==> config.mk <==
export PLATFORM = sky130hd
export DESIGN_NAME = pito_test_ctrl_flat
export DESIGN_NICKNAME = d
export VERILOG_FILES = /design/src/rtl/pito_test_ctrl_if.sv /design/src/rtl/pito_test_ctrl.sv /design/src/flat_wrapper.sv
export SDC_FILE = /design/constraint.sdc
export NUM_CORES = 1
export LEC_CHECK = 0
export CAP_MARGIN = 20
export CORE_MARGIN = 8
export CORE_UTILIZATION = 50
export CTS_BUF_LIST = sky130_fd_sc_hd__clkbuf_8
export CTS_CLUSTER_SIZE = 10
export DETAILED_ROUTE_END_ITERATION = 8
export PLACE_DENSITY = 0.81
export SYNTH_ARGS = -nofsm -noshare
export SYNTH_HDL_FRONTEND = slang
export SYNTH_SLANG_ARGS = --single-unit
==> constraint.sdc <==
create_clock -name clk -period 5.2 [get_ports clk]
set_input_delay 0.52 -clock clk [delete_from_list [all_inputs] [get_ports clk]]
set_output_delay 0.52 -clock clk [all_outputs]
set_load 0.01 [all_outputs]
==> src/rtl/pito_test_ctrl_if.sv <==
// rtl/pito_test_ctrl_if.sv - APB bus bundle between the SoC peripheral bus and pito_test_ctrl
interface pito_test_ctrl_if #(
   parameter int ADDR_WIDTH = 32,
   parameter int DATA_WIDTH = 32
);
   logic                  psel;
   logic                  penable;
   logic                  pwrite;
   logic [ADDR_WIDTH-1:0] paddr;
   logic [DATA_WIDTH-1:0] pwdata;
   logic [DATA_WIDTH-1:0] prdata;
   logic                  pready;
   logic                  pslverr;

   modport master (output psel, penable, pwrite, paddr, pwdata,
                   input  prdata, pready, pslverr);
   modport slave  (input  psel, penable, pwrite, paddr, pwdata,
                   output prdata, pready, pslverr);
endinterface

==> src/rtl/pito_test_ctrl.sv <==
// rtl/pito_test_ctrl.sv - end-of-test controller: per-hart pass/fail, stall detection, watchdog
module pito_test_ctrl #(
   parameter int NUM_HARTS       = 8,
   parameter int ADDR_WIDTH      = 32,
   parameter int DATA_WIDTH      = 32,
   parameter int STALL_LIMIT     = 4096,
   parameter int DEFAULT_TIMEOUT = 1000000
) (
   input  logic                  clk,
   input  logic                  rst,
   input  logic [NUM_HARTS-1:0]  hart_en,
   input  logic [NUM_HARTS-1:0]  hart_retire,
   pito_test_ctrl_if.slave       apb,
   output logic                  test_done,
   output logic                  test_pass,
   output logic                  test_timeout,
   output logic [2:0]            fail_hart,
   output logic [DATA_WIDTH-2:0] fail_code
);
   localparam int CW = $clog2(STALL_LIMIT + 1);

   typedef enum logic [1:0] {
      ST_RUN     = 2'd0,
      ST_PASS    = 2'd1,
      ST_FAIL    = 2'd2,
      ST_TIMEOUT = 2'd3
   } state_t;

   state_t                state;
   logic [NUM_HARTS-1:0]  done;
   logic [NUM_HARTS-1:0]  pass;
   logic [NUM_HARTS-1:0]  done_n;
   logic [NUM_HARTS-1:0]  pass_n;
   logic [NUM_HARTS-1:0]  stall_inc;
   logic [CW-1:0]         stall_cnt [NUM_HARTS];
   logic [DATA_WIDTH-1:0] cycles;
   logic [DATA_WIDTH-1:0] timeout;
   logic [7:0]            addr;
   logic [7:0]            done8;
   logic [7:0]            pass8;
   logic                  access;
   logic                  wr;
   logic                  rd;
   logic                  is_tohost;
   logic                  is_status;
   logic                  is_timeout;
   logic                  is_cycles;
   logic                  mapped;
   logic                  tohost_fail;
   logic                  stall_fail;
   logic                  all_pass;
   logic                  timeout_hit;
   logic [2:0]            tohost_hart;
   logic [2:0]            stall_hart;

   assign addr       = apb.paddr[7:0];
   assign access     = apb.psel & apb.penable;
   assign wr         = access & apb.pwrite;
   assign rd         = access & ~apb.pwrite;
   // TOHOST slots are word aligned and only exist for implemented harts
   assign is_tohost  = (addr[7:5] == 3'd0) && (addr[1:0] == 2'd0) &&
                       ({29'd0, addr[4:2]} < NUM_HARTS);
   assign is_status  = (addr == 8'h20);
   assign is_timeout = (addr == 8'h24);
   assign is_cycles  = (addr == 8'h28);
   assign mapped     = is_tohost | is_status | is_timeout | is_cycles;

   assign apb.pready  = 1'b1;
   assign apb.pslverr = access & ~mapped;

   assign done8 = 8'(done);
   assign pass8 = 8'(pass);

   // Read mux: data only during a read access phase, zero otherwise
   always_comb begin
      apb.prdata = '0;
      if (rd) begin
         if (is_status)
            apb.prdata = DATA_WIDTH'({state, pass8, done8});
         else if (is_timeout)
            apb.prdata = timeout;
         else if (is_cycles)
            apb.prdata = cycles;
      end
   end

   // Next done/pass flags, TOHOST fail detection and lowest-index stall detection
   always_comb begin
      done_n      = done;
      pass_n      = pass;
      stall_inc   = '0;
      tohost_fail = 1'b0;
      tohost_hart = '0;
      stall_fail  = 1'b0;
      stall_hart  = '0;
      for (int h = 0; h < NUM_HARTS; h++) begin
         if (wr && state == ST_RUN && is_tohost && addr[4:2] == 3'(h) &&
             apb.pwdata[0] && !done[h]) begin
            done_n[h] = 1'b1;
            pass_n[h] = (apb.pwdata == DATA_WIDTH'(1));
            if (apb.pwdata != DATA_WIDTH'(1) && hart_en[h]) begin
               tohost_fail = 1'b1;
               tohost_hart = 3'(h);
            end
         end
      end
      // Descending scan so the lowest stalled hart is the one reported
      for (int h = NUM_HARTS - 1; h >= 0; h--) begin
         stall_inc[h] = (state == ST_RUN) && hart_en[h] && !done[h] && !hart_retire[h];
         if (stall_inc[h] && stall_cnt[h] == CW'(STALL_LIMIT - 1)) begin
            stall_fail = 1'b1;
            stall_hart = 3'(h);
         end
      end
   end

   // PASS includes a pass write landing this cycle; no enabled harts means no PASS
   assign all_pass    = (hart_en != '0) && ((hart_en & done_n & pass_n) == hart_en);
   assign timeout_hit = (timeout != '0) &&
                        (({1'b0, cycles} + (DATA_WIDTH + 1)'(1)) >= {1'b0, timeout});

   // Test FSM with registered terminal outputs, counters and hart flags
   always_ff @(posedge clk) begin
      if (rst) begin
         state        <= ST_RUN;
         done         <= '0;
         pass         <= '0;
         cycles       <= '0;
         timeout      <= DATA_WIDTH'(DEFAULT_TIMEOUT);
         test_done    <= 1'b0;
         test_pass    <= 1'b0;
         test_timeout <= 1'b0;
         fail_hart    <= '0;
         fail_code    <= '0;
         for (int h = 0; h < NUM_HARTS; h++)
            stall_cnt[h] <= '0;
      end else begin
         if (wr && is_timeout)
            timeout <= apb.pwdata;
         if (state == ST_RUN) begin
            done <= done_n;
            pass <= pass_n;
            if (cycles != '1)
               cycles <= cycles + 1'b1;
            for (int h = 0; h < NUM_HARTS; h++) begin
               if (hart_retire[h])
                  stall_cnt[h] <= '0;
               else if (stall_inc[h])
                  stall_cnt[h] <= stall_cnt[h] + 1'b1;
            end
            if (tohost_fail) begin
               state     <= ST_FAIL;
               test_done <= 1'b1;
               fail_hart <= tohost_hart;
               fail_code <= apb.pwdata[DATA_WIDTH-1:1];
            end else if (stall_fail) begin
               state     <= ST_FAIL;
               test_done <= 1'b1;
               fail_hart <= stall_hart;
               fail_code <= '1;
            end else if (all_pass) begin
               state     <= ST_PASS;
               test_done <= 1'b1;
               test_pass <= 1'b1;
            end else if (timeout_hit) begin
               state        <= ST_TIMEOUT;
               test_done    <= 1'b1;
               test_timeout <= 1'b1;
            end
         end
      end
   end
endmodule
==> src/flat_wrapper.sv <==
// flat-port wrapper written by rule: the top's interface ports become plain ports
module pito_test_ctrl_flat 
#(
   parameter int NUM_HARTS       = 8,
   parameter int ADDR_WIDTH      = 32,
   parameter int DATA_WIDTH      = 32,
   parameter int STALL_LIMIT     = 4096,
   parameter int DEFAULT_TIMEOUT = 1000000
)
  (clk, rst, hart_en, hart_retire, test_done, test_pass, test_timeout, fail_hart, fail_code, apb_psel, apb_penable, apb_pwrite, apb_paddr, apb_pwdata, apb_prdata, apb_pready, apb_pslverr);
  pito_test_ctrl_if #(.ADDR_WIDTH(ADDR_WIDTH), .DATA_WIDTH(DATA_WIDTH)) apb_i ();
  input  logic clk;
  input  logic rst;
  input  logic [NUM_HARTS-1:0] hart_en;
  input  logic [NUM_HARTS-1:0] hart_retire;
  output logic test_done;
  output logic test_pass;
  output logic test_timeout;
  output logic [2:0] fail_hart;
  output logic [DATA_WIDTH-2:0] fail_code;
  input wire logic [$bits(apb_i.psel)-1:0] apb_psel;
  input wire logic [$bits(apb_i.penable)-1:0] apb_penable;
  input wire logic [$bits(apb_i.pwrite)-1:0] apb_pwrite;
  input wire logic [$bits(apb_i.paddr)-1:0] apb_paddr;
  input wire logic [$bits(apb_i.pwdata)-1:0] apb_pwdata;
  output wire logic [$bits(apb_i.prdata)-1:0] apb_prdata;
  output wire logic [$bits(apb_i.pready)-1:0] apb_pready;
  output wire logic [$bits(apb_i.pslverr)-1:0] apb_pslverr;
  assign apb_i.psel = apb_psel;
  assign apb_i.penable = apb_penable;
  assign apb_i.pwrite = apb_pwrite;
  assign apb_i.paddr = apb_paddr;
  assign apb_i.pwdata = apb_pwdata;
  assign apb_prdata = apb_i.prdata;
  assign apb_pready = apb_i.pready;
  assign apb_pslverr = apb_i.pslverr;
  pito_test_ctrl #(.NUM_HARTS(NUM_HARTS), .ADDR_WIDTH(ADDR_WIDTH), .DATA_WIDTH(DATA_WIDTH), .STALL_LIMIT(STALL_LIMIT), .DEFAULT_TIMEOUT(DEFAULT_TIMEOUT)) u_core (.clk(clk), .rst(rst), .hart_en(hart_en), .hart_retire(hart_retire), .apb(apb_i), .test_done(test_done), .test_pass(test_pass), .test_timeout(test_timeout), .fail_hart(fail_hart), .fail_code(fail_code));
endmodule
==> impl_metrics.json, run 1 <==
{
  "status": "finished, final reports clean",
  "synth_edf_count": 104,
  "hold_viol": 0,
  "boundaryPins": 156,
  "cts_tree": "yes",
  "drt-total-wl_mm": 33.9,
  "ys.warnings.count": 0,
  "ys_top_cells_by_area": "edfxtp_1 (25%), dfxtp_1 (19%), nor2_1 (7.8%), xor2_1 (5.4%), nand2_1 (4.1%)",
  "cts_root_buf": "clkbuf_8",
  "synth_ff_type": "dfxtp_1",
  "power_mw": 3.75,
  "clkTransAtPathRegs_ns": 0.07,
  "drc": 0,
  "pre_cts_slack_ns": 0.529,
  "synth_cells": 1432,
  "tns_ns": 0,
  "required_ns": 5.57,
  "cp-start-kind": "flop",
  "holdCritPathClass": "input port to flop",
  "powerDensity_nw_per_um2": 252,
  "async_flop_share_pct": 0,
  "mappedNetlistNets": 1558,
  "synth.avg_cell_area_sq_um": 8.77,
  "grt_max_degree": 88,
  "startpoint": "u_core.cycles[0]",
  "setup_slack_ns": 0.455,
  "layout-drive-gt1-share_pct": 8.12,
  "wl_per_cell_um": 17.7,
  "syn_area_sq_um": 12600,
  "vias_per_cell": 5.66,
  "overflow": 0,
  "worst_ir_drop_vdd_uv": 184,
  "dieArea_sq_um": 30500,
  "place_congestion": 0.923,
  "grt_pass1_wl_mm": 54.7,
  "worstPathArrival_ns": 5.12,
  "numCtsBuffers": 39,
  "n_fill_cell": 2119,
  "post_cts_buffers": 0,
  "holdCritStartpoint": "rst",
  "area_growth_pct": 18.7,
  "yosys.area.top_type": "edfxtp_1",
  "crit_type": "flop to flop",
  "firstDrtPassIters": 5,
  "worst_slew_pin_slew_ns": 1.00,
  "min_period_ns": 4.74,
  "yosys.area.top_type_share_pct": 24.9,
  "die_y_um": 175,
  "hold_buffers": 0,
  "rsz0062_at_grt": "no",
  "htreeDepth": 2,
  "crit-reg2reg-launch": "u_core.cycles[0]",
  "min_period_over_period_pct": 91.2,
  "finalClockSkew_ns": 0.0193,
  "fp-row-count": 58,
  "dpl.hpwl_mm": 25.0,
  "drt_iter0_drc": 804,
  "cts_resized": 0,
  "coreArea_sq_um": 24900,
  "ys_top_cells_by_count": "nor2_1 (262), nand2_1 (138), dfxtp_1 (119)",
  "maxSlewViolCount": 0,
  "start_util_pct": 50.5,
  "antennaDiodeCount": 0,
  "clockBufferDepth": 3,
  "synth.most_common_cell": "nor2_1",
  "end_kind": "flop",
  "antenna_found_initial": 0,
  "p_leak_nw": 5.39,
  "cts_sinks": 223,
  "maxSlewHeadroom_pct": 33.3,
  "maxCapViolations": 0,
  "ant_nets": 0,
  "max_freq_mhz": 211,
  "grt_pass1_vias": 10700,
  "grt_usage_pct": 21.7,
  "crit_fanout": 9,
  "synth-seq-area-share_pct": 43.8,
  "die-width_um": 175,
  "vias": 10900,
  "ys_types": 68,
  "finish.utilization_pct": 59.9,
  "finalSetupViolations": 0,
  "clkLatencyLatePin_ns": 0.54,
  "synth-seq-cells": 223,
  "fin_nets": 1683,
  "port_buffers": 130
}
worst max-delay path: stages, from the launching register on:
cell and delay, ns:
dfxtp_1 0.46, ha_1 0.26, nand3_1 0.23, or3_1 0.49
nor4_4 0.56, nand3_1 0.17, xnor2_1 0.16, ha_1 0.29
a21o_1 0.18, a21o_1 0.18, a221oi_1 0.27, o31ai_1 0.11
or3_1 0.37, o31ai_1 0.58, nand2b_1 0.21, a21oi_2 0.06
state kept, by name, indices dropped and copies added (netlist names):
name,flops
u_core.stall_cnt,104
u_core.test_timeout,1
u_core.state,2
u_core.test_done,1
u_core.fail_code,31
u_core.test_pass,1
u_core.timeout,32
u_core.fail_hart,3
u_core.pass,8
u_core.done,8
u_core.cycles,32
cells in the final DEF, fill, tap and decap left out, types with 3 or more instances in the layout:
cell,n
a21boi_0,8
a21o_1,8
a21oi_1,101
a22oi_1,8
and2_1,9
and3_1,26
and4_1,11
buf_4,20
clkbuf_8,49
clkdlybuf4s50_1,129
clkinv_1,6
clkinv_2,8
dfxtp_1,119
edfxtp_1,104
ha_1,41
inv_1,57
mux2i_1,20
nand2_1,138
nand2b_1,13
nand3_1,61
nand4_1,27
nor2_1,262
nor2_2,5
nor2b_1,11
nor3_1,34
nor3_2,28
nor4_1,29
o211ai_1,10
o21a_1,4
o21ai_0,34
o221a_2,4
o31ai_1,7
or3_1,24
or4_1,3
xnor2_1,58
xor2_1,77
where the power goes:
| part | leakage, nW | total, mW | internal (mW) | switching [mW] |
|---|---|---|---|---|
| Sequential | 2.17 | 1.92 | 1.88 | 0.0416 |
| Combinational | 2.77 | 0.228 | 0.0965 | 0.132 |
| Clock | 0.445 | 1.60 | 0.855 | 0.747 |
through the flow:
stage	cell area (sq um)	std cells	hold WS (ns)
after global placement	14100	1846	0.452
after CTS	14900	1918	0.366
final	14900	1918	0.387
after floorplan	12600	1432	0.449
after detailed placement	14100	1846	0.467
after global routing	14900	1918	0.395
cell families (layout without fill, tap and decap cells):
| group | after synthesis | count (layout) | share of synthesized area (%) |
|---|---|---|---|
| other cells | 1 | 1 | 0.0299 |
| simple gates | 699 | 699 | 27.7 |
| xor+xnor | 135 | 135 | 9.41 |
| mux | 21 | 21 | 1.77 |
| compound gates | 198 | 198 | 9.30 |
| flops | 223 | 223 | 43.8 |
| buf+inv | 114 | 270 | 3.87 |
| fa+ha+maj | 41 | 41 | 4.08 |
worst paths after layout:
check,cells after the start,endpoint,slack [ns]
worst min register to register,2,u_core.timeout[13],0.48
worst min-delay path,2,u_core.test_pass,0.39
worst max-delay path,15,u_core.state[1],0.46
worst max register to register,15,u_core.state[1],0.46
routing by layer:
layer  global-route usage [%]  vias up  share of wire, %
met4                     9.29        0               4.1
met2                     36.7      388                48
met5                        0        -                 0
met3                     4.25       93               6.7
li1                         -     5255                 -
met1                     26.6     5117                41
cell type report:
| class | instances | area, sq um | share of cell area [%] |
|---|---|---|---|
| clock inverters | 23 | 104 | 0.697 |
| repair buffers | 149 | 1440 | 9.67 |
| inverters | 49 | 184 | 1.23 |
| multi-input cells | 1095 | 6580 | 44.2 |
| flip-flops and latches | 223 | 5510 | 36.9 |
| well taps | 330 | 413 | 2.77 |
| clock buffers | 49 | 674 | 4.52 |
Power figures use the tool's default switching activity.
==> run 2: changes to the inputs <==
--- a/config.mk
+++ b/config.mk
@@ -8,9 +8,9 @@
 export CAP_MARGIN = 20
 export CORE_MARGIN = 8
-export CORE_UTILIZATION = 50
+export CORE_UTILIZATION = 45
 export CTS_BUF_LIST = sky130_fd_sc_hd__clkbuf_8
 export CTS_CLUSTER_SIZE = 10
 export DETAILED_ROUTE_END_ITERATION = 8
-export PLACE_DENSITY = 0.81
+export PLACE_DENSITY = 0.75
 export SYNTH_ARGS = -nofsm -noshare
 export SYNTH_HDL_FRONTEND = slang
==> constraint.sdc (replaced) <==
create_clock -name clk -period 5.2 [get_ports clk]
set_input_delay 0.52 -clock clk [delete_from_list [all_inputs] [get_ports clk]]
set_output_delay 0.52 -clock clk [all_outputs]
set_load 0.05 [all_outputs]
==> run 2 against run 1 <==
Clock skew increased by 0.010 ns. Maximum frequency increased by 0.43%. Power about the same. Largest power group unchanged. Hold slack got worse by 0.049 ns. First-iteration DRC count decreased by 5.1%. Core utilization decreased by 5.8 points. Cell count increased by 2.2%. Final area increased by 0.22%. Wire length increased by 2.1%. Non-clock buffer count increased by 1.
==> impl_metrics.json, run 2 (same netlist as run 1, synthesis figures left out) <==
{
  "drt-total-wl_mm": 34.6,
  "numCtsBuffers": 39,
  "holdCritStartpoint": "rst",
  "cts_tree": "yes",
  "grt_usage_pct": 20.1,
  "maxSlewViolCount": 0,
  "worstPathArrival_ns": 5.15,
  "largest_register_ffs": 104,
  "holdCritPathClass": "input port to flop",
  "finalSetupViolations": 0,
  "crit-reg2reg-launch": "u_core.cycles[0]",
  "die-width_um": 183,
  "die_y_um": 183,
  "post_cts_buffers": 0,
  "clkLatencyLatePin_ns": 0.55,
  "min_period_ns": 4.72,
  "largest_register": "u_core.stall_cnt",
  "maxSlewHeadroom_pct": 35.9,
  "n_fill_cell": 2520,
  "worst_slew_pin_slew_ns": 0.961,
  "area_growth_pct": 18.9,
  "grt_pass1_vias": 10500,
  "finish.utilization_pct": 54.1,
  "drc": 0,
  "wl_per_cell_um": 17.6,
  "whs_path_depth": 2,
  "drt_iter0_drc": 763,
  "clockBufferDepth": 3,
  "end_kind": "flop",
  "cp-start-kind": "flop",
  "cts_root_buf": "clkbuf_8",
  "crit_type": "flop to flop",
  "fin_nets": 1684,
  "r2r_end": "u_core.test_timeout",
  "fp-row-count": 61,
  "vias_per_cell": 5.52,
  "p_leak_nw": 5.39,
  "clkTransAtPathRegs_ns": 0.06,
  "port_buffers": 130,
  "antennaDiodeCount": 0,
  "overflow": 0,
  "firstDrtPassIters": 6,
  "final_common_cell": "nor2_1",
  "min_period_over_period_pct": 90.9,
  "vias": 10800,
  "grt_max_degree": 96,
  "dieArea_sq_um": 33500,
  "layout-drive-gt1-share_pct": 8.28,
  "maxCapViolations": 0,
  "htreeDepth": 2,
  "crit_fanout": 9,
  "grt_pass1_wl_mm": 54.8,
  "antenna_found_initial": 2,
  "max_freq_mhz": 212,
  "start_util_pct": 45.5,
  "worst_ir_drop_vdd_uv": 167,
  "whs_endpoint": "u_core.fail_code[1]",
  "hold_buffers": 0,
  "hold_viol": 0,
  "rsz0062_at_grt": "no",
  "r2r_cells": 15,
  "dpl.hpwl_mm": 25.5,
  "boundaryPins": 156,
  "coreArea_sq_um": 27600,
  "final_cell_mix": "nor2_1 (262), nand2_1 (138), clkdlybuf4s50_1 (121)",
  "finalClockSkew_ns": 0.0296,
  "tns_ns": 0,
  "status": "finished, final reports clean",
  "holdWs_ns": 0.337,
  "rrSetupSlack_ns": 0.48,
  "cts_sinks": 223,
  "place_congestion": 0.920,
  "setup_slack_ns": 0.476,
  "required_ns": 5.62,
  "reg.largest.list": "u_core.stall_cnt x104, u_core.cycles x32, u_core.timeout x32",
  "cts_resized": 0,
  "pre_cts_slack_ns": 0.564,
  "powerDensity_nw_per_um2": 251,
  "ant_nets": 0
}
-- run 2: critical path: stages, from the launching register on --
cell	delay, ns
dfxtp_1	0.46
ha_1	0.26
nand3_1	0.24
or3_1	0.49
nor4_4	0.52
nand3_1	0.17
xnor2_1	0.16
ha_1	0.29
a21o_1	0.18
a21o_1	0.18
a221oi_1	0.25
o31ai_1	0.10
or3_1	0.37
o31ai_1	0.61
nor2_1	0.13
o21a_1	0.19
-- run 2: power by group --
part           internal (mW)  switching, mW
Sequential              1.88         0.0418
Clock                  0.870          0.729
Combinational         0.0987          0.135
-- run 2: per-layer routing --
layer	global-route usage, %	wire length [um]
met1	24.9	14400
met2	33.5	16600
met3	4.53	2350
met4	7.91	1240
met5	0	23
-- run 2: how the worst max path moves through the flow --
stage / start / endpoint / slack, ns / cells past startpoint
after floorplan: apb_paddr[6] / apb_prdata[0] / 0.87 / 4
after global placement: u_core.cycles[0] / u_core.state[0] / 0.60 / 15
after detailed placement: u_core.cycles[0] / u_core.test_timeout / 0.56 / 15
after CTS: u_core.cycles[0] / u_core.test_timeout / 0.51 / 15
after global routing: u_core.cycles[0] / u_core.test_timeout / 0.19 / 15
final: u_core.cycles[0] / u_core.test_timeout / 0.48 / 15
-- run 2: through the flow --
stage	power, mW	cell area [sq um]	std cells
after detailed placement	2.18	14200	1894
after global routing	3.88	14900	1961
after CTS	3.78	14900	1960
final	3.75	14900	1961
after global placement	2.18	14200	1894
after floorplan	2.07	12600	1432
-- run 2: final cells by class --
| type | instances | area (sq um) | share of cell area, % |
|---|---|---|---|
| multi-input combinational | 1095 | 6580 | 44.0 |
| sequential | 223 | 5510 | 36.9 |
| timing repair buffer | 150 | 1450 | 9.70 |
| clock buffer | 44 | 606 | 4.05 |
| tap | 378 | 473 | 3.17 |
| inverter | 49 | 184 | 1.23 |
| clock inverter | 22 | 145 | 0.972 |
==> run 3: changes to the inputs <==
Settings changed: CORE_MARGIN 8 to 4, HOLD_SLACK_MARGIN set to 0.02.
==> run 3 against run 2 <==
Clock power shrank 6%. Combinational power shrank 2%. Sequential cell count is the same. Largest cell class unchanged.
==> impl_metrics.json, run 3 (same netlist as run 1, synthesis figures left out) <==
{
  "status": "finished, final reports clean",
  "vias": 10700,
  "maxSlewViolCount": 0,
  "worstPathArrival_ns": 4.79,
  "clkTransAtPathRegs_ns": 0.06,
  "cts_sinks": 223,
  "end_kind": "flop",
  "required_ns": 5.58,
  "reg.largest.list": "u_core.stall_cnt x104, u_core.cycles x32, u_core.timeout x32",
  "max_freq_mhz": 227,
  "hold_buffers": 0,
  "finalSetupViolations": 0,
  "grt_pass1_vias": 10300,
  "crit-reg2reg-launch": "u_core.cycles[0]",
  "post_cts_buffers": 0,
  "wl_per_cell_um": 17.0,
  "dpl.hpwl_mm": 24.7,
  "vias_per_cell": 5.47,
  "grt_usage_pct": 21.1,
  "p_leak_nw": 5.37,
  "fin_nets": 1682,
  "grt_use_met1_pct": 27.8,
  "place_congestion": 0.897,
  "r2r_end": "u_core.state[0]",
  "path_cells": "ha_1 -> nand3_1 -> or3_1 -> nor4_4 -> buf_4 -> nand2_1 -> xnor2_1 -> ha_1 -> nand4_1 -> nor3_1 -> a221oi_1 -> o31ai_1 -> or3_1 -> o31ai_1 -> buf_4 -> a21o_1 -> a21oi_1",
  "fp-row-count": 60,
  "min_period_ns": 4.41,
  "layout-drive-gt1-share_pct": 8.19,
  "start_util_pct": 46.2,
  "n_fill_cell": 2469,
  "holdCritStartpoint": "u_core.timeout[15]",
  "crit_fanout": 6,
  "hold_viol": 0,
  "antennaDiodeCount": 0,
  "largest_register_ffs": 104,
  "rrSetupSlack_ns": 0.79,
  "port_buffers": 130,
  "coreArea_sq_um": 27200,
  "whs_endpoint": "u_core.timeout[15]",
  "stdcell_count": 1960,
  "overflow": 0,
  "seqCellArea_sq_um": 5510,
  "boundaryPins": 156,
  "min_period_over_period_pct": 84.8,
  "worst_slew_pin_slew_ns": 0.991,
  "drt_iter0_drc": 711,
  "r2r_cells": 17,
  "max_stage_delay_ns": 0.50,
  "dp_cells": 1886,
  "use_met2_pct": 35.6,
  "cp_slowest_cell": "or3_1",
  "busiest_layer": "met2",
  "ant_nets": 0,
  "clockBufferDepth": 3,
  "cts_resized": 0,
  "power_mw": 3.66,
  "largest_register": "u_core.stall_cnt",
  "final_common_cell": "nor2_1",
  "dieArea_sq_um": 30700,
  "critPathTopFamily": "simple AND/OR/NAND/NOR gates",
  "finalClockSkew_ns": 0.0316,
  "powerDensity_nw_per_um2": 246,
  "antenna_found_initial": 1,
  "htreeDepth": 2,
  "grt_pass1_wl_mm": 53.1,
  "clkLatencyLatePin_ns": 0.54,
  "whs_path_depth": 2,
  "die_y_um": 175,
  "crit_type": "flop to flop",
  "area_growth_pct": 18.4,
  "final_cell_mix": "nor2_1 (262), nand2_1 (138), clkdlybuf4s50_1 (121)",
  "cp_num_buf_inv": 2,
  "maxSlewHeadroom_pct": 34.0,
  "maxCapViolations": 0,
  "drc": 0,
  "worst_ir_drop_vdd_uv": 160,
  "grt_max_degree": 61,
  "numCtsBuffers": 40,
  "firstDrtPassIters": 6,
  "use_met3_pct": 4.00,
  "cp-start-kind": "flop",
  "cts_tree": "yes",
  "drt-total-wl_mm": 33.2,
  "tns_ns": 0,
  "cts_root_buf": "clkbuf_8",
  "rsz0062_at_grt": "no",
  "die-width_um": 175,
  "multi_input_area_sq_um": 6580,
  "holdCritPathClass": "flop to flop"
}
[run 3: changes by cell type in the layout (fill, tap and decap cells not counted), sizes merged]
cell      delta
buf          -3
bufinv       -2
clkinv       +7
clkinvlp     +1
inv          +2
[run 3: tightest hold or removal path: stages, from the launching register on]
cell and delay [ns]:
dfxtp_1 0.32, nand2_1 0.06, a21oi_1 0.05
[run 3: final cells by class]
type,count,share of cell area [%]
inverter,49,1.24
clock buffer,44,4.07
sequential,223,37.0
clock inverter,30,0.866
tap,372,3.13
multi-input combinational,1095,44.2
timing repair buffer,147,9.45
[run 3: worst max path at each step]
stage	startpoint	slack (ns)	endpoint	cells after the start
6_report	u_core.cycles[0]	0.79	u_core.state[0]	17
5_1_grt	u_core.cycles[0]	0.38	u_core.state[0]	17
4_1_cts	u_core.cycles[0]	0.80	u_core.state[0]	17
3_5_place_dp	u_core.cycles[0]	0.84	u_core.state[0]	17
3_3_place_gp	u_core.cycles[0]	0.86	u_core.state[0]	17
2_1_floorplan	apb_paddr[6]	0.87	apb_prdata[0]	4
[run 3: metal layers]
layer	routed length, um	up-vias
li1	-	5260
met1	14300	5052
met2	15900	339
met3	2160	61
met4	882	2
met5	13	-
[run 3: report_power, final]
group / switching (mW) / internal [mW]
clock: 0.730 / 0.780
sequential: 0.0416 / 1.88
combinational: 0.134 / 0.0959
[run 3: through the flow]
| step | hold slack (ns) | util, % | area [sq um] | worst slack (ns) |
|---|---|---|---|---|
| 2_1_floorplan | 0.449 | - | 12600 | 0.867 |
| 6_report | 0.477 | 54.8 | 14900 | 0.793 |
| 3_3_place_gp | 0.452 | 52.0 | 14100 | 0.856 |
| 3_5_place_dp | 0.463 | 52.0 | 14100 | 0.836 |
| 5_1_grt | 0.492 | 54.8 | 14900 | 0.379 |
| 4_1_cts | 0.477 | 54.8 | 14900 | 0.797 |
